## config.mk

```make
export PLATFORM = sky130hd
export DESIGN_NAME = reset_sequencer
export DESIGN_NICKNAME = d
export VERILOG_FILES = /design/src/rtl/reset_sequencer.sv
export SDC_FILE = /design/constraint.sdc
export NUM_CORES = 1
export LEC_CHECK = 0
export ABC_AREA = 0
export CAP_MARGIN = 30
export CORE_MARGIN = 2
export CORE_UTILIZATION = 30
export DETAILED_ROUTE_END_ITERATION = 6
export GPL_TIMING_DRIVEN = 1
export PLACE_DENSITY = 0.5
export SYNTH_ARGS = -nofsm -noshare
export SYNTH_HDL_FRONTEND = slang
export SYNTH_SLANG_ARGS = --single-unit
export TNS_END_PERCENT = 1
```

## constraint.sdc

```tcl
create_clock -name i_clk -period 0.8 [get_ports i_clk]
set_clock_uncertainty 0.1 [all_clocks]
set_input_delay 0.2 -clock i_clk [delete_from_list [all_inputs] [get_ports i_clk]]
set_output_delay 0.2 -clock i_clk [all_outputs]
set_load 0.05 [all_outputs]
```

## src/rtl/reset_sequencer.sv

```systemverilog
// reset_sequencer: lock-qualified, glitch-filtered, staggered core/peripheral reset generator
module reset_sequencer #(
  parameter int SYNC_STAGES    = 2,
  parameter int HOLD_CYCLES    = 16,
  parameter int STAGGER_CYCLES = 4
) (
  input  logic       i_clk,
  input  logic       i_rst_n,
  input  logic       i_locked,
  input  logic       i_sw_rst,
  output logic       o_rst,
  output logic       o_rst_periph,
  output logic       o_ready,
  output logic [7:0] o_lock_loss_cnt
);
  localparam int MAXC = HOLD_CYCLES > STAGGER_CYCLES ? HOLD_CYCLES : STAGGER_CYCLES;
  localparam int CW = $clog2(MAXC) + 1;
  typedef enum logic [1:0] {WAIT_LOCK, HOLD, CORE, RUN} state_t;
  state_t r_state, w_state_nxt;
  logic [1:0] r_rst_sync;
  logic w_rst_n;
  logic [SYNC_STAGES-1:0] r_lock_sync;
  logic w_locked_s;
  logic [CW-1:0] r_cnt, w_cnt_nxt;
  logic [7:0] r_loss_cnt;
  logic w_loss;
  logic r_rst, r_rst_periph, r_ready;
  logic w_rst_nxt, w_rst_periph_nxt, w_ready_nxt;
  always_ff @(posedge i_clk or negedge i_rst_n)
    if (!i_rst_n) r_rst_sync <= '0;
    else r_rst_sync <= {r_rst_sync[0], 1'b1};
  assign w_rst_n = r_rst_sync[1];
  always_ff @(posedge i_clk or negedge i_rst_n)
    if (!i_rst_n) r_lock_sync <= '0;
    else r_lock_sync <= {r_lock_sync[SYNC_STAGES-2:0], i_locked};
  assign w_locked_s = r_lock_sync[SYNC_STAGES-1];
  // w_rst_n drops asynchronously with i_rst_n but rises only after the two-flop chain
  always_ff @(posedge i_clk or negedge w_rst_n)
    if (!w_rst_n) begin
      r_state      <= WAIT_LOCK;
      r_cnt        <= '0;
      r_loss_cnt   <= '0;
      r_rst        <= 1'b1;
      r_rst_periph <= 1'b1;
      r_ready      <= 1'b0;
    end else begin
      r_state      <= w_state_nxt;
      r_cnt        <= w_cnt_nxt;
      r_loss_cnt   <= (w_loss && r_loss_cnt != 8'hFF) ? r_loss_cnt + 8'd1 : r_loss_cnt;
      r_rst        <= w_rst_nxt;
      r_rst_periph <= w_rst_periph_nxt;
      r_ready      <= w_ready_nxt;
    end
  always_comb begin
    w_state_nxt = r_state;
    w_cnt_nxt   = '0;
    w_loss      = 1'b0;
    case (r_state)
      WAIT_LOCK: w_state_nxt = w_locked_s ? HOLD : WAIT_LOCK;
      HOLD: begin
        w_state_nxt = !w_locked_s ? WAIT_LOCK : (r_cnt == CW'(HOLD_CYCLES-1)) ? CORE : HOLD;
        w_cnt_nxt   = (w_state_nxt == HOLD) ? r_cnt + CW'(1) : '0;
      end
      CORE: begin
        w_loss      = !w_locked_s;
        w_state_nxt = !w_locked_s ? WAIT_LOCK : i_sw_rst ? HOLD :
                      (r_cnt == CW'(STAGGER_CYCLES-1)) ? RUN : CORE;
        w_cnt_nxt   = (w_state_nxt == CORE) ? r_cnt + CW'(1) : '0;
      end
      default: begin
        w_loss      = !w_locked_s;
        w_state_nxt = !w_locked_s ? WAIT_LOCK : i_sw_rst ? HOLD : RUN;
      end
    endcase
  end
  always_comb begin
    w_rst_nxt        = (w_state_nxt == WAIT_LOCK) || (w_state_nxt == HOLD);
    w_rst_periph_nxt = w_state_nxt != RUN;
    w_ready_nxt      = w_state_nxt == RUN;
  end
  assign o_rst           = r_rst;
  assign o_rst_periph    = r_rst_periph;
  assign o_ready         = r_ready;
  assign o_lock_loss_cnt = r_loss_cnt;
endmodule

```

Word-level counts from Yosys, hierarchy flattened
Index checks and enable logic that the tools add are counted.
{"block": "totals", "reg_bits": 22, "input_bits": 4, "wordCells": 39}
{"block": "op_classes", "n_addsub": 2, "n_eq_ne": 10, "mux": 13, "reduce_logical": 6}
{"cell": "$mux 2", "count": 6}
{"cell": "$mux 5", "count": 2}
{"cell": "$pmux 5 s2", "count": 1}
{"cell": "$add 8x1->8 const B", "count": 1}
{"cell": "$ne 8x8->1 const B", "count": 1}
{"cell": "$eq 2x1->1 const B", "count": 3}
{"cell": "$eq 2x2->1 const B", "count": 3}
{"cell": "$pmux 2 s3", "count": 1}
{"cell": "$add 5x1->5 const B", "count": 1}
{"cell": "$eq 5x2->1 const B", "count": 1}
{"cell": "$eq 5x4->1 const B", "count": 1}
{"cell": "$logic_not 2->1", "count": 2}
{"cell": "$mux 1", "count": 3}
{"cell": "$ne 2x2->1 const B", "count": 1}
{"cell": "$reduce_or 2->1", "count": 1}
{"cell": "$logic_and 1x1->1", "count": 1}
{"cell": "$logic_not 1->1", "count": 1}
{"cell": "$logic_or 1x1->1", "count": 1}

Depth between registers and ports, before layout
{"block": "depth", "depth_word": 7, "depth_mapped": 7}

Worst setup path before layout
Ideal clock, no wire load.
{"block": "synth_timing", "path_type": "flip-flop to flip-flop", "start": "register r_loss_cnt[0], in the netlist o_lock_loss_cnt[0]", "end": "register r_loss_cnt[1], in the netlist o_lock_loss_cnt[1]", "setup_time_ns": 0.125, "t_arrival_ns": 1.703, "required_time_ns": 0.575, "path_slack_ns": -1.128, "path_stages_with_launch": 5, "n_path_buf": 0, "cell_sequence": "dfrtp_1 > ha_1 > nand3_1 > o21ai_1 > mux2_2"}
{"block": "synth_via", "elab_chain_len": 2}
{"item": "start, declared", "line_no": "25", "text": "logic [7:0] r_loss_cnt;"}
{"item": "start signal, assigned", "line_no": "49", "text": "r_loss_cnt <= (w_loss && r_loss_cnt != 8'hFF) ? r_loss_cnt + 8'd1 : r_loss_cnt;"}
{"item": "parallel branches: the longest is 2 deep, another holds $add 8x1->8"}
Several ways; the timed one is not identified.
A chain may end at the register's enable or synchronous reset.

Worst setup path in the final report
{"block": "layout_timing", "start": "register r_state[0]", "end": "register r_loss_cnt[5], in the netlist o_lock_loss_cnt[5]"}
{"block": "layout_via", "elab_chain_len": 4}
{"item": "start, declared", "line_no": "19", "text": "state_t r_state, w_state_nxt;"}
{"item": "start signal, assigned", "line_no": "47", "text": "r_state <= w_state_nxt;"}
{"item": "$eq 2x1->1 or $logic_not 2->1 (tied branches)", "line_no": "58", "text": "case (r_state)"}
{"item": "$reduce_or 2->1 (no line) (*)"}
{"item": "$mux 1 (*)"}
{"item": "$logic_and 1x1->1 (*)", "line_no": "49"}
Every way passes the cells marked *; elsewhere a longest branch is shown, timed or not.

==> flow_summary.toml <==
[run_status]
status = "complete, but fails checks"
failed_checks = "negative hold slack, negative setup slack"

[logic_synthesis]
yosysSeqAreaShare_pct = 54.6
ys_ff_latch = 22
synthTopCellsByCount = "dfrtp_1, ha_1, nand3_1, nor2_1"
syn_inst = 85
ys_warn_count = 0
synth_nets = 96
synth_edf_count = 0
yosysUniqueCellTypes = 30
synth_area_mm2 = 0.00101
synth_top_area_share_pct = 49.4
async_reset_ff_share_pct = 100
yosys.area.top_type = "dfrtp_1"
synth_area_leaders = "dfrtp_1, ha_1, dfstp_2"
synth_flop_cell = "dfrtp_1"
syn_area_per_cell_um2 = 11.9
synth_most_common_cell = "dfrtp_1"

[clock_network]
clock-root-buffer = "clkbuf_4"
clk_pin_slew_ps = 130
clock_sinks = 22
clock_latency_ps = 310
htreeDepth = 1
cts_tree = "yes"
numCtsBuffers = 3
cts_max_path_buffers = 2

[drt]
drt-initial-drc-count = 5
drcViolationCount = 0
ant_nets = 0
first_pass_iters = 4
vias_per_cell = 4.47
finalWirelength_um = 2100
num_vias = 791
wl_per_cell_um = 11.9

[sta]
drv_slew = 0
fmax_mhz = 576
final_hold_viol_count = 4
final.min_clock_period_ps = 1740
rsz0062_at_grt = "yes"
setup_viol = 29
min_period_over_period_pct = 217
timing.final.ws_setup_ps = -936
holdWs_ps = -32.4

[floorplanning]
num_rows = 21
start_util_pct = 30.8
core_area_mm2 = 0.00328
die_area_mm2 = 0.00385
die_w_um = 62.1
die_h_um = 62.1
ios = 15

[global_routing]
antenna_found_initial = 0
grt_pass1_wl_um = 3350
grt_pass1_vias = 786
grt-ovfl-total = 0
grtUsageTotal_pct = 11.9
grt_max_degree = 14

[power_and_ir_drop]
max-vdd-ir-drop_v = 0.00124
power_density_mw_per_mm2 = 2320
leakage_nw = 0.770

[worst_setup_path]
cp-start-kind = "register"
cp_max_fo = 4
crit_arrival_ps = 1840
regToRegSetupSlack_ps = -940
critPathLaunch = "r_state[0]"
critPathCaptureType = "register"
crit_end = "o_lock_loss_cnt[5]"
crit_required_ps = 900
r2r-start = "r_state[0]"
reg2reg_depth = 5
path_class = "reg2reg"
timing.rr.end = "o_lock_loss_cnt[5]"

[layout]
fin_util_pct = 52.5
register_area_um2 = 562
finalInstanceArea_mm2 = 0.00173
drive_gt1_share_pct = 58.0
area_growth_pct = 70.5
n_fill_cell = 287
multi_input_area_um2 = 544
nets = 143
antenna_cells = 0

[placement]
portBuffers = 14
routabilityCongestion = 0.758
dpl-instance-area_mm2 = 0.00156
hpwl_um = 1560

[job]
maxCapViolations = 0

[min_path]
hp-class = "in2async"
[flip-flops by register name, indices dropped and copies added, names as in the netlist]
register / count
o_rst: 1
o_lock_loss_cnt: 8
o_ready: 1
r_cnt: 5
r_lock_sync: 2
r_state: 2
o_rst_periph: 1
r_rst_sync: 2
[report_power, final]
group          switching (mW)  internal, mW  leakage, nW
combinational           0.842         0.927        0.470
clock                   0.333         0.506       0.0279
sequential              0.132          1.26        0.272
[cell type report]
| type | instances | share of cell area [%] |
|---|---|---|
| clock buffers | 3 | 1.31 |
| clock inverters | 1 | 1.74 |
| inverters | 4 | 0.870 |
| multi-input cells | 59 | 31.5 |
| flip-flops and latches | 22 | 32.6 |
| well taps | 46 | 3.34 |
| repair buffers | 42 | 28.6 |
[logic make-up (layout without fill, tap and decap cells)]
logic type	after synthesis	after routing	synth area share, %
simple gates	29	29	17.8
flops	22	22	54.6
compound gates	13	13	8.53
fa+ha+maj	7	7	8.65
xor+xnor	6	6	5.19
buf+inv	4	50	1.48
mux	3	3	3.34
other cells	1	1	0.370
[how the worst min path moves through the flow]
stage	start	to	slack [ps]	depth (start not counted)
after floorplan	i_rst_n	r_lock_sync[0]	-200	0
after CTS	i_rst_n	r_lock_sync[1]	-40	1
after global routing	i_rst_n	r_lock_sync[0]	-20	1
final	i_rst_n	r_lock_sync[1]	-30	1
after detailed placement	r_rst_sync[1]	o_ready	60	1
after global placement	r_rst_sync[1]	o_ready	60	1
[layer usage]
layer | routed length [um] | up-vias | part of all wire [%] | global-route usage (%)
met5 | 0 | - | 0 | 0
met4 | 18 | 0 | 0.86 | 3.65
met3 | 61 | 2 | 2.9 | 2.48
met2 | 1090 | 16 | 52 | 21.3
met1 | 935 | 385 | 45 | 14.1
li1 | - | 388 | - | -
[worst max-delay path: stages (launching register included)]
cell	delay (ps)
dfrtp_1	420
inv_2	70
ha_4	160
or3_4	420
nor3_4	140
mux2_4	320
[layout by cell type (no fill, tap or decap), types with 2 or more instances in the layout]
| master | n |
|---|---|
| nand3_1 | 4 |
| buf_4 | 19 |
| dfstp_2 | 2 |
| xor2_1 | 2 |
| and3_1 | 2 |
| nand2_1 | 3 |
| nor2b_1 | 2 |
| xnor2_1 | 3 |
| a21oi_1 | 3 |
| o21ai_0 | 2 |
| ha_4 | 2 |
| nor2_1 | 5 |
| mux2_4 | 2 |
| dfrtp_2 | 7 |
| clkdlybuf4s50_1 | 3 |
| o211ai_1 | 2 |
| dfrtp_1 | 13 |
| inv_2 | 3 |
| ha_2 | 3 |
| buf_12 | 11 |
| buf_6 | 9 |
| nor3_2 | 2 |
| clkbuf_4 | 3 |
| nor3_4 | 2 |
| ha_1 | 2 |
[stage by stage]
stage / TNS, ps / instances / hold slack (ps) / setup WS (ps) / total power [mW]
4_1_cts: -19400 / 177 / -36.2 / -965 / 3.98
3_5_place_dp: -16790 / 172 / 58.6 / -974 / 3.04
6_report: -19550 / 177 / -32.4 / -936 / 4.00
2_1_floorplan: -14210 / 85 / -196 / -898 / 2.11
5_1_grt: -21260 / 177 / -20.5 / -983 / 4.16
3_3_place_gp: -16350 / 172 / 56.7 / -950 / 3.03
[repair_timing]
action	4_1_cts	5_1_grt
setup buffers	1	0
setup endpoints to repair	29	29
resized for setup	18	6
pin swaps	10	4
hold endpoints to repair	4	4
(Power assumes the default switching activity.)
